## config.mk

```make
export PLATFORM = sky130hd
export DESIGN_NAME = wall_follower_ctrl_flat
export DESIGN_NICKNAME = d
export VERILOG_FILES = /design/src/rtl/wall_follower_ctrl_if.sv /design/src/rtl/wall_follower_ctrl.sv /design/src/flat_wrapper.sv
export SDC_FILE = /design/constraint.sdc
export NUM_CORES = 1
export LEC_CHECK = 0
export CAP_MARGIN = 20
export CORE_MARGIN = 3
export CORE_UTILIZATION = 57
export DETAILED_ROUTE_END_ITERATION = 8
export GPL_TIMING_DRIVEN = 0
export PLACE_DENSITY = 0.74
export SETUP_SLACK_MARGIN = 0.2
export SYNTH_ARGS = -nofsm -noshare
export SYNTH_HDL_FRONTEND = slang
export SYNTH_SLANG_ARGS = --single-unit
```

## constraint.sdc

```tcl
create_clock -name clk -period 2.12 [get_ports clk]
set_input_delay 0.318 -clock clk [delete_from_list [all_inputs] [get_ports clk]]
set_output_delay 0.318 -clock clk [all_outputs]
set_load 0.02 [all_outputs]
```

## src/rtl/wall_follower_ctrl_if.sv

```systemverilog
// wall_follower_ctrl_if: sensor inputs (head, left) and drive/status outputs (front, rotate, stuck, state[, steps when WF_STEP_COUNT_EN]) of wall_follower_ctrl
interface wall_follower_ctrl_if #(parameter int CNT_W = 16);
  logic head;
  logic left;
  logic front;
  logic rotate;
  logic stuck;
  logic [2:0] state;
`ifdef WF_STEP_COUNT_EN
  logic [CNT_W-1:0] steps;
  modport master (output head, left, input front, rotate, stuck, state, steps);
  modport slave (input head, left, output front, rotate, stuck, state, steps);
`else
  modport master (output head, left, input front, rotate, stuck, state);
  modport slave (input head, left, output front, rotate, stuck, state);
`endif
endinterface

```

## src/rtl/wall_follower_ctrl.sv

```systemverilog
// wall_follower_ctrl: debounced head/left wall-following FSM; ports clk, reset (sync active-high), bus.slave (head,left in; front,rotate,stuck,state[2:0] out; steps[CNT_W-1:0] out when WF_STEP_COUNT_EN is defined)
module wall_follower_ctrl #(
  parameter int DEBOUNCE = 2,
  parameter int ROT_MAX = 16,
  parameter int TURN_CYCLES = 4,
  parameter int CNT_W = 16
) (
  input logic clk,
  input logic reset,
  wall_follower_ctrl_if.slave bus
);
  typedef enum logic [2:0] {SEARCH, FOLLOW, ROTATE, RESET_ROUTE, STUCK} st_e;
  localparam logic [7:0] DM = 8'(DEBOUNCE - 1);
  localparam logic [15:0] RM = 16'(ROT_MAX - 1);
  localparam logic [15:0] TM = 16'(TURN_CYCLES - 1);
  st_e st, ns;
  logic [1:0] raw, flt;
  logic [7:0] run [2];
  logic [15:0] rot_cnt, turn_cnt;
  logic front, rotate, stuck, go;
  assign raw = {bus.head, bus.left};
  assign go = flt == 2'b01;
  assign bus.front = front;
  assign bus.rotate = rotate;
  assign bus.stuck = stuck;
  assign bus.state = st;
  always_comb begin
    ns = SEARCH;
    case (st)
      SEARCH: ns = go ? FOLLOW : flt[1] ? ROTATE : SEARCH;
      FOLLOW: ns = go ? FOLLOW : flt == 2'b11 ? ROTATE : RESET_ROUTE;
      ROTATE: ns = go ? FOLLOW : rot_cnt == RM ? STUCK : ROTATE;
      RESET_ROUTE: ns = go ? FOLLOW : flt[1] ? ROTATE : turn_cnt == TM ? SEARCH : RESET_ROUTE;
      STUCK: ns = STUCK;
      default: ns = SEARCH;
    endcase
  end
  always_ff @(posedge clk) begin
    if (reset) begin
      st <= SEARCH;
      flt <= '0;
      run[0] <= '0;
      run[1] <= '0;
      rot_cnt <= '0;
      turn_cnt <= '0;
      front <= 1'b1;
      rotate <= 1'b0;
      stuck <= 1'b0;
    end else begin
      for (int i = 0; i < 2; i++) begin
        run[i] <= (raw[i] != flt[i] && run[i] != DM) ? run[i] + 8'd1 : '0;
        if (raw[i] != flt[i] && run[i] == DM) flt[i] <= raw[i];
      end
      st <= ns;
      rot_cnt <= (st == ROTATE && ns == ROTATE) ? rot_cnt + 16'd1 : '0;
      turn_cnt <= (st == RESET_ROUTE && ns == RESET_ROUTE) ? turn_cnt + 16'd1 : '0;
      front <= ns == SEARCH || ns == FOLLOW;
      rotate <= ns == ROTATE || ns == RESET_ROUTE;
      stuck <= ns == STUCK;
    end
  end
`ifdef WF_STEP_COUNT_EN
  logic [CNT_W-1:0] steps;
  assign bus.steps = steps;
  always_ff @(posedge clk)
    steps <= reset ? '0 : (front && steps != '1) ? steps + CNT_W'(1) : steps;
`endif
endmodule
```

## src/flat_wrapper.sv

```systemverilog
// flat-port wrapper written by rule: the top's interface ports become plain ports
module wall_follower_ctrl_flat 
#(
  parameter int DEBOUNCE = 2,
  parameter int ROT_MAX = 16,
  parameter int TURN_CYCLES = 4,
  parameter int CNT_W = 16
)
  (clk, reset, bus_head, bus_left, bus_front, bus_rotate, bus_stuck, bus_state);
  wall_follower_ctrl_if #(.CNT_W(CNT_W)) bus_i ();
  input logic clk;
  input logic reset;
  input wire logic [$bits(bus_i.head)-1:0] bus_head;
  input wire logic [$bits(bus_i.left)-1:0] bus_left;
  output wire logic [$bits(bus_i.front)-1:0] bus_front;
  output wire logic [$bits(bus_i.rotate)-1:0] bus_rotate;
  output wire logic [$bits(bus_i.stuck)-1:0] bus_stuck;
  output wire logic [$bits(bus_i.state)-1:0] bus_state;
  assign bus_i.head = bus_head;
  assign bus_i.left = bus_left;
  assign bus_front = bus_i.front;
  assign bus_rotate = bus_i.rotate;
  assign bus_stuck = bus_i.stuck;
  assign bus_state = bus_i.state;
  wall_follower_ctrl #(.DEBOUNCE(DEBOUNCE), .ROT_MAX(ROT_MAX), .TURN_CYCLES(TURN_CYCLES), .CNT_W(CNT_W)) u_core (.clk(clk), .reset(reset), .bus(bus_i));
endmodule
```

==> impl_metrics.csv <==
group,metric,value,unit
status,status,"completed",
place,gp_congestion,0.7787,
detailed_routing,drt-total-wl,4194,um
critical_path,start_kind,"register",
synth,syn-mean-instance-area,8.981,um2
sta,grt_setup_unrepaired,"false",
finish,stdcell_count,342,
power_and_ir_drop,seq_power_share,58.7,%
synth,ys_ff_latch,56,
floorplan,core,4086,um2
synth,yosysWarnings,0,
finish,mostFrequentLayoutCells,"dfxtp_1 (54), nor2_1 (35), nand3_1 (24), nor3_1 (22), xor2_1 (20)",
clocking,clock_latency,0.30,ns
grt,grt_usage,18.29,%
place,dp_cells,335,
critical_path,cp-end-kind,"register",
finish,final_common_cell,"dfxtp_1",
power_and_ir_drop,ir_worst_vdd,0.5167,mV
sta,fin_hold_ws,0.4616,ns
power_and_ir_drop,p_clk_share,34.5,%
sta,slew_headroom,69.85,%
finish,synthToLayoutAreaGrowth,11.51,%
floorplan,row_count,23,
detailed_routing,route.detailed.drc,0,
finish,stdcell_area,2764,um2
synth,synth_area,2479,um2
clocking,cts_max_level,2,
synth,synth_cells,276,
finish,n_fill_cell,358,
place,hpwl,2998,um
place,port_buffers,9,
detailed_routing,viasPerCell,5.573,
run,maxCapViolCount,0,
floorplan,io_pins,10,
floorplan,fp.dieH,71.94,um
hold_path,min_path_type,"reg -> reg",
detailed_routing,avgRoutedWirePerCell,12.26,um
sta,setup_viol,0,
sta,tns,0,ns
clocking,root_buffer,"clkbuf_8",
finish,drive_above_1_share,8.219,%
sta,hold_viol_final,0,
finish,multi_input_area,1320,um2
critical_path,arrival,2.00,ns
finish,nets,303,
detailed_routing,dr.first_iter.drc_count,87,
power_and_ir_drop,p_sw_share,21.50,%
detailed_routing,ant_nets,0,
clocking,cts_buffer_depth,2,
grt,grt_pass1_wl,7645,um
power_and_ir_drop,p_int,1.467,mW
floorplan,dieArea,5175,um2
grt,antenna_found_initial,0,
sta,fin_skew,0.004931,ns
finish,n_antenna_cell,0,
detailed_routing,vias,1906,
floorplan,initial_core_util,60.66,%
clocking,cts_buffers,5,
sta,slew_viol_final,0,
sta,fmax,554.1,MHz
detailed_routing,drt_pass1_iterations,4,
clocking,clkSinkCount,56,
synth,yosysSeqAreaShare,45.23,%
synth,yosysUniqueCellTypes,40,
place,place_area,2631,um2
sta,fin_crit,1.805,ns
finish,seqCellArea,1124,um2
power_and_ir_drop,p_leak,0.8898,nW
clocking,path_clk_slew,0.09,ns
power_and_ir_drop,combinationalPowerShare,6.7,%
clocking,cts_tree,"yes",
critical_path,worstPathRequired,2.31,ns
grt,grt_overflow,0,
grt,grt_pass1_vias,1713,
synth,synthesis.nets,286,
power_and_ir_drop,power_switching,0.4016,mW
grt,grt_max_degree,16,
sta,tightest_slew,0.4459,ns
floorplan,die_width,71.94,um
critical_path,path_class,"reg -> reg",
critical_path,path_max_fanout,7,
sta,min_period_over_period,85.14,%
power_and_ir_drop,power_density,676.0,nW/um2
critical path: stages, from the launching register on:
cell      delay, ns
dfxtp_2        0.37
ha_1           0.15
clkbuf_2       0.17
nor4b_2        0.22
nand4_1        0.22
o21a_1         0.26
or2_2          0.31
state kept, by name (all words and copies together), names as in the netlist:
| name | count |
|---|---|
| u_core.rot_cnt | 16 |
| u_core.turn_cnt | 16 |
| u_core.bus.state | 3 |
| u_core.bus.stuck | 1 |
| u_core.bus.front | 1 |
| u_core.bus.rotate | 1 |
| u_core.run | 16 |
| u_core.flt | 2 |
metal layers:
layer | up-vias | global-route usage, % | wire length (um)
li1 | 1008 | - | -
met5 | - | 0 | 0
met4 | 0 | 8.351 | 38
met3 | 4 | 4.294 | 109
met1 | 878 | 24.69 | 2075
met2 | 16 | 27.86 | 1970
logic make-up after synthesis:
group	after synthesis	share of synthesized area, %
AND/OR/NAND/NOR	143	30.89
flip-flops	56	45.23
XOR/XNOR	37	13.07
AO/OA/AOI/OAI	20	5.301
buffers and inverters	13	2.070
adder cells (fa/ha/maj)	6	3.029
multiplexers	1	0.4039
worst paths after layout:
path	from	endpoint	slack [ns]	cells after the start
hold / removal	u_core.turn_cnt[0]$_SDFF_PP0_	u_core.turn_cnt[0]$_SDFF_PP0_	0.46	1
setup reg to reg	u_core.turn_cnt[0]$_SDFF_PP0_	u_core.bus.rotate$_SDFF_PP0_	0.32	6
setup / recovery	u_core.turn_cnt[0]$_SDFF_PP0_	u_core.bus.rotate$_SDFF_PP0_	0.32	6
hold reg to reg	u_core.turn_cnt[0]$_SDFF_PP0_	u_core.turn_cnt[0]$_SDFF_PP0_	0.46	1
layout make-up:
type / instances / area share (%)
inverters: 8 / 1.086
plain buffers: 4 / 0.8601
flip-flops and latches: 56 / 40.65
clock inverters: 1 / 1.086
repair buffers: 11 / 3.803
multi-input cells: 207 / 47.76
clock buffers: 5 / 2.490
well taps: 50 / 2.263
timing repair:
action | CTS | global route
hold buffers | 0 | 0
endpoints found under the setup margin | 12 | 30
pin swaps | 2 | 2
buffers inserted | 2 | 0
resized for setup | 4 | 3
per-stage QoR:
step | total power, mW | worst slack [ns] | utilization (%)
floorplan | 1.197 | 0.3287 | -
global placement | 1.246 | -0.01706 | 64.39
detailed placement | 1.247 | -0.01791 | 64.39
CTS | 1.902 | 0.2189 | 67.48
global route | 1.950 | 0.1795 | 67.64
finish | 1.868 | 0.3151 | 67.64
synth_stat cells (all sizes together):
cell | instances | share of area (%)
a32o | 1 | 0.40
nand2b | 2 | 0.50
nor4 | 9 | 2.3
or3 | 4 | 1.3
nor3 | 22 | 4.4
nor2b | 1 | 0.25
xnor2 | 17 | 6.0
and2 | 2 | 0.50
xor2 | 20 | 7.1
or4b | 1 | 0.40
or2 | 4 | 1.0
buf | 2 | 0.40
nand3 | 26 | 6.0
dfxtp | 56 | 45
a221oi | 1 | 0.35
clkbuf | 3 | 0.45
a211oi | 4 | 1.2
and4 | 3 | 1.1
or4 | 1 | 0.30
ha | 6 | 3.0
and3 | 7 | 1.8
nand2 | 12 | 1.8
nor3b | 2 | 0.61
a21oi | 4 | 0.81
nand4 | 8 | 2.0
o41ai | 1 | 0.35
mux2i | 1 | 0.40
o21ai | 7 | 1.6
o21a | 1 | 0.30
inv | 8 | 1.2
nor4b | 3 | 1.1
o31ai | 1 | 0.30
nor2 | 35 | 5.3
nand3b | 1 | 0.30
power by group through the flow:
stage	sequential, mW	clock [mW]	combinational (mW)
CTS	1.10	0.677	0.128
detailed placement	1.12	0	0.126
global route	1.10	0.706	0.143
global placement	1.12	0	0.125
finish	1.10	0.645	0.126
floorplan	1.13	0	0.0666
No activity file was read; power rests on OpenSTA's default activity.
